File: src/rtl/iter_seq_ctrl.sv
// Step sequencer for multi-cycle iterative datapaths: load, N gated enables, then hold done until ack.
// Optional abort port and aborted flag when ITER_SEQ_CTRL_ABORT_EN is defined.
module iter_seq_ctrl #(
    parameter int unsigned CNT_W = 8
) (
    input  logic             i_clk,
    input  logic             i_rst,
    input  logic             i_go,
    input  logic [CNT_W-1:0] i_n_iter,
    input  logic             i_dp_ready,
    input  logic             i_ack,
`ifdef ITER_SEQ_CTRL_ABORT_EN
    input  logic             i_abort,
    output logic             o_aborted,
`endif
    output logic             o_load,
    output logic             o_en,
    output logic             o_last,
    output logic             o_done,
    output logic             o_busy,
    output logic [CNT_W-1:0] o_iter
);

    typedef enum logic [1:0] {
        StStart   = 2'd0,
        StCompute = 2'd1,
        StWait    = 2'd2
    } state_t;

    state_t           r_state;
    logic [CNT_W-1:0] r_cnt;
    logic [CNT_W-1:0] r_iter;
    logic             w_abort;
    logic             w_load;
    logic             w_en;
    logic             w_last;

`ifdef ITER_SEQ_CTRL_ABORT_EN
    assign w_abort = i_abort && (r_state == StCompute);
`else
    assign w_abort = 1'b0;
`endif

    // Strobes are gated by reset so nothing reaches the datapath while rst is held.
    always_comb begin
        w_load = !i_rst && (r_state == StStart) && i_go;
        w_en   = !i_rst && (r_state == StCompute) && i_dp_ready && !w_abort;
        w_last = w_en && (r_iter == (r_cnt - CNT_W'(1)));
    end

    always_ff @(posedge i_clk) begin
        if (i_rst) begin
            r_state <= StStart;
            r_cnt   <= '0;
            r_iter  <= '0;
        end else begin
            case (r_state)
                StStart: begin
                    if (i_go) begin
                        r_cnt   <= i_n_iter;
                        r_iter  <= '0;
                        r_state <= (i_n_iter != '0) ? StCompute : StWait;
                    end
                end
                StCompute: begin
                    if (w_abort) begin
                        r_state <= StWait;
                    end else if (w_en) begin
                        r_iter <= r_iter + CNT_W'(1);
                        if (w_last) begin
                            r_state <= StWait;
                        end
                    end
                end
                StWait: begin
                    if (i_ack) begin
                        r_state <= StStart;
                    end
                end
                default: r_state <= StStart;
            endcase
        end
    end

`ifdef ITER_SEQ_CTRL_ABORT_EN
    logic r_aborted;

    always_ff @(posedge i_clk) begin
        if (i_rst) begin
            r_aborted <= 1'b0;
        end else if (w_load) begin
            r_aborted <= 1'b0;
        end else if (w_abort) begin
            r_aborted <= 1'b1;
        end
    end

    assign o_aborted = r_aborted;
`endif

    assign o_load = w_load;
    assign o_en   = w_en;
    assign o_last = w_last;
    assign o_done = (r_state == StWait);
    assign o_busy = (r_state == StCompute) || (r_state == StWait);
    assign o_iter = r_iter;

endmodule

File: config.mk
export PLATFORM = sky130hd
export DESIGN_NAME = iter_seq_ctrl
export DESIGN_NICKNAME = d
export VERILOG_FILES = /design/src/rtl/iter_seq_ctrl.sv
export SDC_FILE = /design/constraint.sdc
export NUM_CORES = 1
export LEC_CHECK = 0
export BUFFER_PORTS_ARGS = -buffer_cell sky130_fd_sc_hd__buf_2
export CORE_MARGIN = 3
export CORE_UTILIZATION = 33
export DETAILED_ROUTE_END_ITERATION = 10
export GPL_TIMING_DRIVEN = 0
export SLEW_MARGIN = 20
export SYNTH_ARGS = -nofsm -noshare
export SYNTH_HDL_FRONTEND = slang
export SYNTH_SLANG_ARGS = --single-unit
export TNS_END_PERCENT = 20
File: constraint.sdc
create_clock -name i_clk -period 2.45 [get_ports i_clk]
set_input_delay 0.3675 -clock i_clk [delete_from_list [all_inputs] [get_ports i_clk]]
set_output_delay 0.3675 -clock i_clk [all_outputs]
set_load 0.005 [all_outputs]
======== Word level (Yosys, flattened, before mapping) ========
Index checks and enable logic that the tools add are counted.
operators by class
  add/sub/neg operators ................... 2
  equality and inequality tests ........... 7
  mux-type cells .......................... 9
  reductions and logical operators ........ 13
operators by type and width
  kind                   number
  $mux W8                2
  $pmux W8 S2            1
  $mux W2                5
  $add A8 B1 Y8 const B  1
  $eq A8 B8 Y1           1
  $ne A2 B2 Y1 const B   4
  $reduce_bool A8 Y1     1
  $sub A8 B1 Y8 const B  1
  $pmux W2 S3            1
  $logic_and A1 B1 Y1    5
  $reduce_and A4 Y1      1
  $reduce_and A3 Y1      1
  $eq A2 B1 Y1 const B   1
  $eq A2 B2 Y1 const B   1
  $logic_not A2 Y1       1
  $reduce_and A2 Y1      1
  $reduce_bool A2 Y1     1
  $logic_not A1 Y1       1
  $logic_or A1 B1 Y1     1
word-level totals
  flip-flop bits (word level) ............. 18
  input port bits ......................... 13
  output and inout bits ................... 13
  logic and storage cells ................. 34

======== Longest topological paths before layout ========
  word-level depth ........................ 7
  gate-level depth with buffers ........... 10
  depth with buffers taken out ............ 8

======== Worst setup path before layout ========
OpenSTA, ideal clock, no wires.
  path type ............................... reg2reg
  start point ............................. reg r_cnt[0]
  end point ............................... reg r_state[1]
  library setup time ...................... 0.079 ns
  arrival ................................. 2.067 ns
  data required time ...................... 2.371 ns
  slack ................................... 0.304 ns
  stages on the path, launching flop included .. 11
  path buffers ............................ 2
  clock period less this slack ............ 2.146 ns
  path through ............................ dfxtp_1 -> buf_2 -> inv_1 -> ha_1 -> buf_6 -> o21bai_1 -> a2111oi_2 -> a311oi_2 -> a2111oi_4 -> o21ai_2 -> a211oi_2
between the ends
  word-level cells in the longest chain between the ends .. 5
ends and longest elaborated chain
  element                      line  RTL
  start: declaration           31    logic [CNT_W-1:0] r_cnt;
  start signal: assignment     60    r_cnt <= i_n_iter;
  $sub A8 B1 Y8                48    w_last = w_en && (r_iter == (r_cnt - CNT_W'(1)));
  $eq A8 B8 Y1                 48
  $logic_and A1 B1 Y1          48
  named net o_last             18    output logic o_last,
  $ne A2 B2 Y1 (no line)       -
  $reduce_and A4 Y1 (no line)  -
  end signal: assignment       53    r_state <= StStart;
  end signal: assignment       62    r_state <= (i_n_iter != '0) ? StCompute : StWait;
  end signal: assignment       67    r_state <= StWait;
  end: declaration             30    state_t r_state;
The timed path passes the listed nets, and every way through them passes these cells.
A chain may end at the register's enable or synchronous reset.

======== Worst setup path after layout ========
  start point ............................. reg r_cnt[0]
  end point ............................... out o_last
between the ends
  word-level cells in the longest chain between the ends .. 3
ends and longest elaborated chain
  element              line
  $sub A8 B1 Y8        48
  $eq A8 B8 Y1         48
  $logic_and A1 B1 Y1  48
  end: declaration     18
No other way between the ends.

==> run metrics <==
TritonCTS clock tree=built; Placed Cells=between 200 and 250; final hold violations=0; RSZ-0062 raised after global routing=yes; Finished Layout Cells=about 220; most common cell in the netlist=dfxtp_1; multi-input logic area=around 770 um^2; FF/Latch Area=roughly 370 um^2; P_int=just under 0.7 mW; max-cap viol count=0; Starting Density=approximately 35%; Slew headroom=about three fifths; PwrDens=about 810 nW/um^2; CP Class=flop to primary output; outcome=finished, final reports clean; area delta synth->final=22.8%; Cell Area, Synth=between 1000 and 1500 um^2; CP Data Arrival Time=2050 ps; CP required=2080 ps; Max FO, Critical Path=2; Post-synth top cells=18 x dfxtp_1, 13 x nand2_1, 12 x a21oi_1; Core Rows=21; global-route wire length before repair=~4.7 mm; Synth async-reset ratio=0%; gpl congestion=about 0.89; actual slew at the worst max-slew pin=600 ps; WP buf/inv=2; synth top area cells=dfxtp_1 31%, xor2_1 7.5%, ha_1 5.3%, a21oi_1 5.1%, nand3_1 4.7%; placed instance area=~1400 um^2; number of flops mapped to enable cells by yosys=0; post-synth top area share=a little under a third; CTS sink count=18; final slew viol count=0; Yosys cell types=38; Combinational Power Share=roughly 54%; Seq/Total Area, Yosys=30.7%; # DRC=0; post-route cell area=approximately 1400 um^2; Tmin final=2410 ps; clk_lat worst skew=roughly 290 ps; CTS H-tree depth=1; WL final=around 2.7 mm; post-place setup slack=-25.2 ps; clk buf depth=2; number of global-route vias before repair=about 1,100; period utilisation layout=a little over nine tenths; fmax=414 MHz; slowest CP cell=a2111oi_4; root buf cell=clkbuf_4; clk_skew=6.03 ps; filler cell count=~330; largest area contributor in the netlist=dfxtp_1; synthesized area per cell=~8.4 um^2; drt initial violations=21; number of nets in the layout=~190; final worst setup slack=approximately 36 ps; Net Count, Synth=157; crit end category=primary output; # IOs=26; Max rail drop VDD=0.383 mV; ys flop type=dfxtp_1; warnings from Yosys=0; DIE WIDTH=65.6 um; core region area=around 3400 um^2; die height=~66 um; hold_buf cts=0; sw power=slightly below 0.5 mW; Syn Inst Count=~140; vias=1,048; Seq pwr share=33.4%; Avg WL per Cell=between 10 and 15 um; Final Setup Violations=0; CP max stage delay=390 ps; die area=between 4000 and 5000 um^2; largest net degree at the start of global routing=11; delay-heaviest family, CP=compound AO/OA/AOI/OAI gates; Hold Path Class=input port to flop; drt via density=approximately 4.9; DRT antenna net count=0; leakage power=about 0.59 nW; share of cells above drive strength 1=28.4%; Worst setup SP type=flop; IO Port Bufs=24; initial antenna violation count=0; TritonCTS Buffers=3; most frequent CP cell=a2111oi_4; clk slew on worst S/H paths=100 ps; switching part of the total=between 40% and 50%; DRT Pass-1 Iters=4; GRT Overall Usage=between 10% and 20%; Detail Placement HPWL=just over 2 mm; flops & latches, synth=18; GRT overflow=0; Inserted Diodes=0; worst-path cell chain=inv_4 > ha_4 > o21bai_4 > a2111oi_4 > a311oi_2 > a2111oi_4 > buf_2; clock power share=between 10% and 20%
==> layer usage <==
layer / part of all wire (%) / vias to the layer above / GRT usage [%]
met1: 42 / 483 / 15.9
met4: 2.0 / 0 / 5.44
met3: 3.3 / 5 / 2.22
li1: - / 542 / -
met2: 53 / 18 / 26.5
met5: 0 / - / 0
==> final cells by class <==
cell class                      instances  area share, %
Timing Repair Buffer                   29           10.9
Clock buffer                            3           1.56
Tap cell                               46           4.00
Buffer                                  6           1.74
Inverter                                9           2.52
Multi-Input combinational cell        104           53.7
Sequential cell                        18           25.5
==> per-stage QoR <==
stage / setup TNS, ps / total power [mW] / util (%) / hold slack [ps]
after floorplan: 0 / 0.839 / - / 432
after global placement: 0 / 0.945 / 39.8 / 491
after detailed placement: -25.2 / 0.966 / 39.8 / 494
after CTS: -109 / 1.17 / 42.9 / 282
after global routing: -60.4 / 1.27 / 42.5 / 284
final: 0 / 1.17 / 42.5 / 283
==> timing repair <==
action / in CTS / in global routing
resized for setup: 11 / 2
pin swaps: 4 / 5
setup buffers: 4 / 1
setup endpoints to repair: 1 / 1
==> power by group through the flow <==
stage / sequential [mW] / combinational, mW / clock, mW
after global routing: 0.397 / 0.708 / 0.165
after global placement: 0.391 / 0.555 / 0
after floorplan: 0.382 / 0.458 / 0
after detailed placement: 0.393 / 0.573 / 0
final: 0.390 / 0.627 / 0.149
after CTS: 0.386 / 0.635 / 0.153
==> cells in the final DEF (no fill, tap or decap), types with 2 or more instances in the layout <==
| master | n |
|---|---|
| or4_1 | 2 |
| nand3b_1 | 2 |
| nor3_1 | 3 |
| nand2b_1 | 5 |
| xor2_1 | 10 |
| ha_1 | 4 |
| nand2_1 | 13 |
| nor2_1 | 10 |
| clkbuf_1 | 4 |
| inv_1 | 7 |
| dfxtp_4 | 2 |
| nand4_1 | 4 |
| dfxtp_1 | 16 |
| buf_4 | 5 |
| nand3_1 | 11 |
| clkbuf_4 | 3 |
| a2111oi_4 | 2 |
| a21oi_1 | 12 |
| xnor2_1 | 6 |
| buf_2 | 26 |
==> path summary, 6_finish.rpt <==
| kind | start | to | slack (ps) | cells past startpoint |
|---|---|---|---|---|
| worst max-delay path | r_cnt[0] | o_last | 40 | 7 |
| worst min-delay path | i_rst | r_state[1] | 280 | 2 |
| worst max register to register | r_cnt[0] | r_state[1] | 340 | 9 |
| worst min register to register | r_cnt[7] | r_cnt[7] | 510 | 2 |
==> sequential cells by signal (all words and copies together) (netlist names) <==
register	count
o_iter	8
r_cnt	8
r_state	2
==> worst register-to-register path, stage by stage, from the launching register on <==
cell       delay (ps)
dfxtp_4           380
inv_4              40
ha_4              160
o21bai_4          170
a2111oi_4         390
a311oi_2           90
a2111oi_4         360
buf_4             180
o21ai_2            60
a211oi_2          220
==> cells by family after synthesis <==
| family | share of synthesized area [%] |
|---|---|
| AND/OR/NAND/NOR | 26.7 |
| AO/OA/AOI/OAI | 16.6 |
| flip-flops | 30.7 |
| XOR/XNOR | 13.3 |
| buffers and inverters | 6.40 |
| adder cells (fa/ha/maj) | 5.34 |
| multiplexers | 0.854 |
(Power assumes the default switching activity.)
